### src/rtl/enc_pkg.sv
// Shared constants and types for the LFSR message encoder: tap table,
// data-memory address map and controller states.
package enc_pkg;

  localparam logic [7:0] PRE_ADDR  = 8'd61;
  localparam logic [7:0] TAP_ADDR  = 8'd62;
  localparam logic [7:0] SEED_ADDR = 8'd63;
  localparam logic [7:0] CT_BASE   = 8'd64;

  // Packed so that TAP_TABLE[i] is entry i; the concatenation lists index 7 first.
  localparam logic [7:0][7:0] TAP_TABLE = {
    8'hF3, 8'hFA, 8'hB2, 8'hB4, 8'hB8, 8'hC6, 8'hD4, 8'hE1
  };

  typedef enum logic [2:0] {
    IDLE,
    RD_PRE,
    RD_TAP,
    RD_SEED,
    RUN,
    DONE
  } state_t;

endpackage

### src/rtl/lfsr8.sv
// 8-bit Fibonacci LFSR: shifts left, feedback is the XOR of the tapped bits.
module lfsr8 (
  input  logic       clk,
  input  logic       load,
  input  logic [7:0] seed,
  input  logic       adv,
  input  logic [7:0] taps,
  output logic [7:0] state
);

  // NOTE: the keystream register has no reset; it is always loaded before use.
  always_ff @(posedge clk) begin
    if (load) begin
      state <= seed;
    end else if (adv) begin
      state <= {state[6:0], ^(state & taps)};
    end
  end

endmodule

### src/rtl/lfsr_encoder.sv
// Reads preamble length, tap select and seed from data memory, then writes
// MSG_LEN parity-tagged, LFSR-whitened bytes (space preamble, then message).
module lfsr_encoder
  import enc_pkg::*;
#(
  parameter int MSG_LEN = 64,
  parameter int PRE_MIN = 9,
  parameter int PRE_MAX = 24
) (
  input  logic       clk,
  input  logic       init,
  output logic [7:0] rd_addr,
  input  logic [7:0] rd_data,
  output logic       wr_en,
  output logic [7:0] wr_addr,
  output logic [7:0] wr_data,
  output logic       done
);

  state_t     state, state_nxt;
  logic [7:0] k;
  logic [7:0] pre_len;
  logic [7:0] taps;
  logic [7:0] lfsr_q;
  logic [7:0] seed_fix;
  logic       lfsr_load;
  logic       run_wr;
  logic       in_msg;
  logic [6:0] chr;

  assign in_msg   = (k >= pre_len);
  assign seed_fix = (rd_data == 8'h00) ? 8'h01 : rd_data;

  // NOTE: sequential state uses non-blocking assignments only.
  always_ff @(posedge clk) begin
    if (init) begin
      state <= IDLE;
      k     <= '0;
    end else begin
      state <= state_nxt;
      k     <= (state == RUN) ? k + 8'd1 : '0;
    end
  end

  // Configuration is only meaningful once captured, so it carries no reset.
  always_ff @(posedge clk) begin
    if (state == RD_PRE) begin
      if (rd_data < 8'(PRE_MIN))      pre_len <= 8'(PRE_MIN);
      else if (rd_data > 8'(PRE_MAX)) pre_len <= 8'(PRE_MAX);
      else                            pre_len <= rd_data;
    end
    if (state == RD_TAP) begin
      taps <= TAP_TABLE[rd_data[2:0]];
    end
  end

  // NOTE: every output of this block gets a default first, so no latches form.
  always_comb begin
    state_nxt = state;
    rd_addr   = '0;
    run_wr    = 1'b0;
    lfsr_load = 1'b0;
    done      = 1'b0;
    unique case (state)
      IDLE:    state_nxt = RD_PRE;
      RD_PRE: begin
        rd_addr   = PRE_ADDR;
        state_nxt = RD_TAP;
      end
      RD_TAP: begin
        rd_addr   = TAP_ADDR;
        state_nxt = RD_SEED;
      end
      RD_SEED: begin
        rd_addr   = SEED_ADDR;
        lfsr_load = 1'b1;
        state_nxt = RUN;
      end
      RUN: begin
        rd_addr = in_msg ? (k - pre_len) : '0;
        run_wr  = 1'b1;
        if (k == 8'(MSG_LEN - 1)) state_nxt = DONE;
      end
      DONE:    done = 1'b1;
      default: state_nxt = IDLE;
    endcase
  end

  // An abort edge must not commit the byte that happens to be on the bus.
  assign wr_en   = run_wr & ~init;
  assign chr     = in_msg ? rd_data[6:0] : 7'h20;
  assign wr_addr = CT_BASE + k;
  assign wr_data = {^chr, chr} ^ lfsr_q;

  lfsr8 u_lfsr (
    .clk   (clk),
    .load  (lfsr_load),
    .seed  (seed_fix),
    .adv   (wr_en),
    .taps  (taps),
    .state (lfsr_q)
  );

endmodule

### config.mk
export PLATFORM = sky130hd
export DESIGN_NAME = lfsr_encoder
export DESIGN_NICKNAME = d
export VERILOG_FILES = /design/src/rtl/enc_pkg.sv /design/src/rtl/lfsr8.sv /design/src/rtl/lfsr_encoder.sv
export SDC_FILE = /design/constraint.sdc
export NUM_CORES = 1
export LEC_CHECK = 0
export CORE_MARGIN = 2
export CORE_UTILIZATION = 54
export CTS_BUF_LIST = sky130_fd_sc_hd__clkbuf_16
export CTS_CLUSTER_SIZE = 24
export DETAILED_ROUTE_END_ITERATION = 7
export PLACE_DENSITY_LB_ADDON = 0.08
export SYNTH_ARGS = -nofsm -noshare
export SYNTH_HDL_FRONTEND = slang
export SYNTH_SLANG_ARGS = --single-unit
### constraint.sdc
create_clock -name clk -period 2.59 [get_ports clk]
set_input_delay 0.518 -clock clk [delete_from_list [all_inputs] [get_ports clk]]
set_output_delay 0.518 -clock clk [all_outputs]
set_load 0.02 [all_outputs]
==> impl_results.md <==
- Critical Path RT: between 2 and 2.5 ns
- Post-synth EDFFs: 23
- CP Max Fanout: 8
- Leak: about 1.3 nW
- Detail Route Antenna Nets: 0
- Number of global-route vias before repair: around 1700
- CORE AREA: 3970 µm²
- Post-layout min period: around 2.8 ns
- WL/cell: about 14 µm
- Post-Place Cells: between 300 and 400
- Synth Instances: 230
- Ports: 36
- Simple-Gate Fraction of Synth Area: roughly 16%
- Asr flop ratio synth: 0%
- Syn_area_per_cell: 9.68 µm²
- Initial antenna violation count: 0
- Clock buffer depth: 2
- Area Growth Syn to Fin: 37.2%
- CTS root buf: clkbuf_16
- Yosys cell types: 43
- Actual slew at the worst max-slew pin: 0.773 ns
- GRT Resource Usage Total: about a quarter
- Slowest CP cell: fa_2
- Worst Hold Class: reg2reg
- First-pass GRT wire length: between 8000 and 9000 µm
- Max Slew Vio Count: 0
- Synthesized area: around 2200 µm²
- Clock Sinks: 34
- Critical path startpoint category: flip-flop
- Vias per Instance: 5.14
- Largest family of logic cells by synthesized area: simple AND/OR/NAND/NOR gates
- Gpl congestion: just over 0.8
- Final WL: 5050 µm
- Row cnt: 23
- Max_slew headroom: between 40% and 50%
- Drt first pass iters: 5
- Max VDD drop: about 0.44 mV
- DPL Wire Length: approximately 3800 µm
- ANT cells: 0
- Placed instance area: 2850 µm²
- #FFs+latches synth: 34
- CTS H-tree lvls: 2
- Post-route clock period utilization: 110%
- Grt ovf: 0
- CP Cell Sequence: ha_2 > fa_2 > nor2b_4 > o31ai_4 > a21oi_2 > buf_6 > o211ai_1 > xnor2_2 > buf_4
- Vert. Die Dim: roughly 70 µm
- Adder-Cell Fraction of Synth Area: under 10%
- Final setup TNS: -3.74 ns
- Final setup violation count: 16
- Setup CP Type: reg2out
- Fmax: between 0.3 and 0.4 GHz
- Largest net degree at the start of global routing: 14
- Post-Synth XOR/XNOR Area: roughly an eighth
- CP arrival: 2.33 ns
- Die width: 68.2 µm
- Fin nets: ~330
- Clock Skews: ~0.0020 ns
- Hold Violations, Final: 0
- TritonCTS clock tree: done
- Post-synthesis compound-gate area fraction: 11.5%
- Num CTS Buffers: 5
- First DRT Iteration DRCs: 86
- Status: finished, violations left
- Vias: between 1500 and 2000
- Finished Layout Cells: ~350
- Final WS setup: -0.255 ns
- Max-cap viol count: 0
- Mux cell area share after synthesis: under 10%
- IO buf count: 35
- Unrepaired setup endpoints after global routing: true
- Synth warnings: 0
- Clk Latency, worst-skew pair: ~0.27 ns
- Synth Flop Type: edfxtp_1
- Pwr dens: between 400 and 500 nW/µm²
- Die area: approximately 4700 µm²
- CP peak stage delay: between 0.4 and 0.5 ns
- Clock-pin slew on the worst setup and hold paths: 0.05 ns
- Share of layout cells above drive strength 1: between 30% and 40%
- Final instance area: 3050 µm²
- Failing checks: negative setup slack
- Sequential cell area fraction in the yosys report: between 40% and 50%
- Remaining DRCs: 0
- Critical path endpoint category: output port
- Initial Util: roughly 56%
-- layout by cell type, fill, tap and decap left out, drive strengths merged, types with 2 or more instances in the layout --
master | synthesis | routed
buf | 12 | 56
edfxtp | 23 | 23
nor2 | 23 | 23
nand2 | 22 | 22
xnor2 | 21 | 21
clkdlybuf4s50 | 0 | 18
inv | 16 | 17
ha | 14 | 14
o21ai | 13 | 13
dfxtp | 11 | 11
xor2 | 10 | 10
o211ai | 9 | 9
nand2b | 8 | 8
mux2 | 6 | 6
nand3 | 5 | 5
nor3 | 5 | 5
clkbuf | 1 | 5
a21oi | 5 | 5
or2 | 3 | 3
conb | 1 | 3
o31ai | 3 | 3
o21a | 2 | 2
or3 | 2 | 2
and2 | 2 | 2
nor2b | 2 | 2
clkinv | 0 | 2
-- sequential cells by signal (all words and copies together) (netlist names) --
register      cells
taps              7
k                 8
u_lfsr.state      8
state             3
pre_len           8
-- area by class of cell --
class / instances / area [µm²]
clock buffer: 5 / 125
timing repair buffer: 75 / 626
clock inverter: 3 / 12.5
sequential: 34 / 912
multi-input combinational: 169 / 1260
fill: 275 / 917
inverter: 16 / 60.1
tap: 50 / 62.6
-- report_power, final --
group          leakage (nW)  internal, mW  switching [mW]  total, mW
combinational         0.926         0.148           0.162      0.310
clock                0.0724         0.347           0.205      0.552
sequential            0.298         0.617          0.0189      0.636
-- routing by layer --
layer  part of all wire (%)  track usage (%)  vias up
li1                       -                -      918
met1                     48             34.2      841
met3                    5.7             5.43        5
met5                      0                0        -
met2                     45             38.3       46
met4                    1.1             6.75        0
-- cells by family after synthesis --
family / Yosys count
xor+xnor: 31
buf+inv: 29
flops: 34
simple gates: 75
compound gates: 37
other cells: 1
fa+ha+maj: 16
mux: 7
-- synth_stat cells, types with 3 or more instances --
master    instances  area (µm²)
mux2_2            6        67.6
buf_4             7        52.6
nor3_1            5        25.0
inv_1            16        60.1
ha_1             14         175
edfxtp_1         23         691
nand2_1          22        82.6
o21ai_0          11        55.1
or2_2             3        18.8
xnor2_1          21         184
nand3_1           5        25.0
dfxtp_1          11         220
xor2_1           10        87.6
buf_2             3        15.0
nand2b_1          8        50.1
o211ai_1          9        67.6
a21oi_1           4        20.0
nor2_1           23        86.3
-- path summary, 6_finish.rpt --
check	slack [ns]	start	endpoint	cells past startpoint
setup / recovery	-0.26	pre_len[0]	wr_data[1]	9
hold / removal	0.60	k[7]	k[7]	3
setup reg to reg	0.76	state[1]	u_lfsr.state[0]	4
hold reg to reg	0.60	k[7]	k[7]	3
-- stage by stage --
step                total power [mW]  utilization (%)  hold slack [ns]  worst slack, ns
floorplan                      0.815                -            0.441          -0.0907
global placement               0.931             71.8            0.523           -0.472
detailed placement             0.934             71.8            0.534           -0.462
CTS                             1.49             75.3            0.544           -0.208
global route                    1.56             76.9            0.637           -0.392
finish                          1.50             76.9            0.603           -0.255
-- worst max-delay path, delay by kind of cell, from the launching register on --
family                     cells  cell delay, ns
AOI/OAI and AO/OA              3            0.42
xor gates and xnor gates       1            0.16
adders and majority gates      2            0.63
buffers and inverters          2            0.32
DFF                            1            0.37
and+or+nand+nor                1            0.15
-- repair_timing --
item,in CTS,in global routing
endpoints found under the setup margin,17,16
gates resized for setup,97,11
hold buffers,0,0
hold endpoints to repair,0,0
buffers inserted,4,4
pin swaps,11,14
Power figures use the tool's default switching activity.
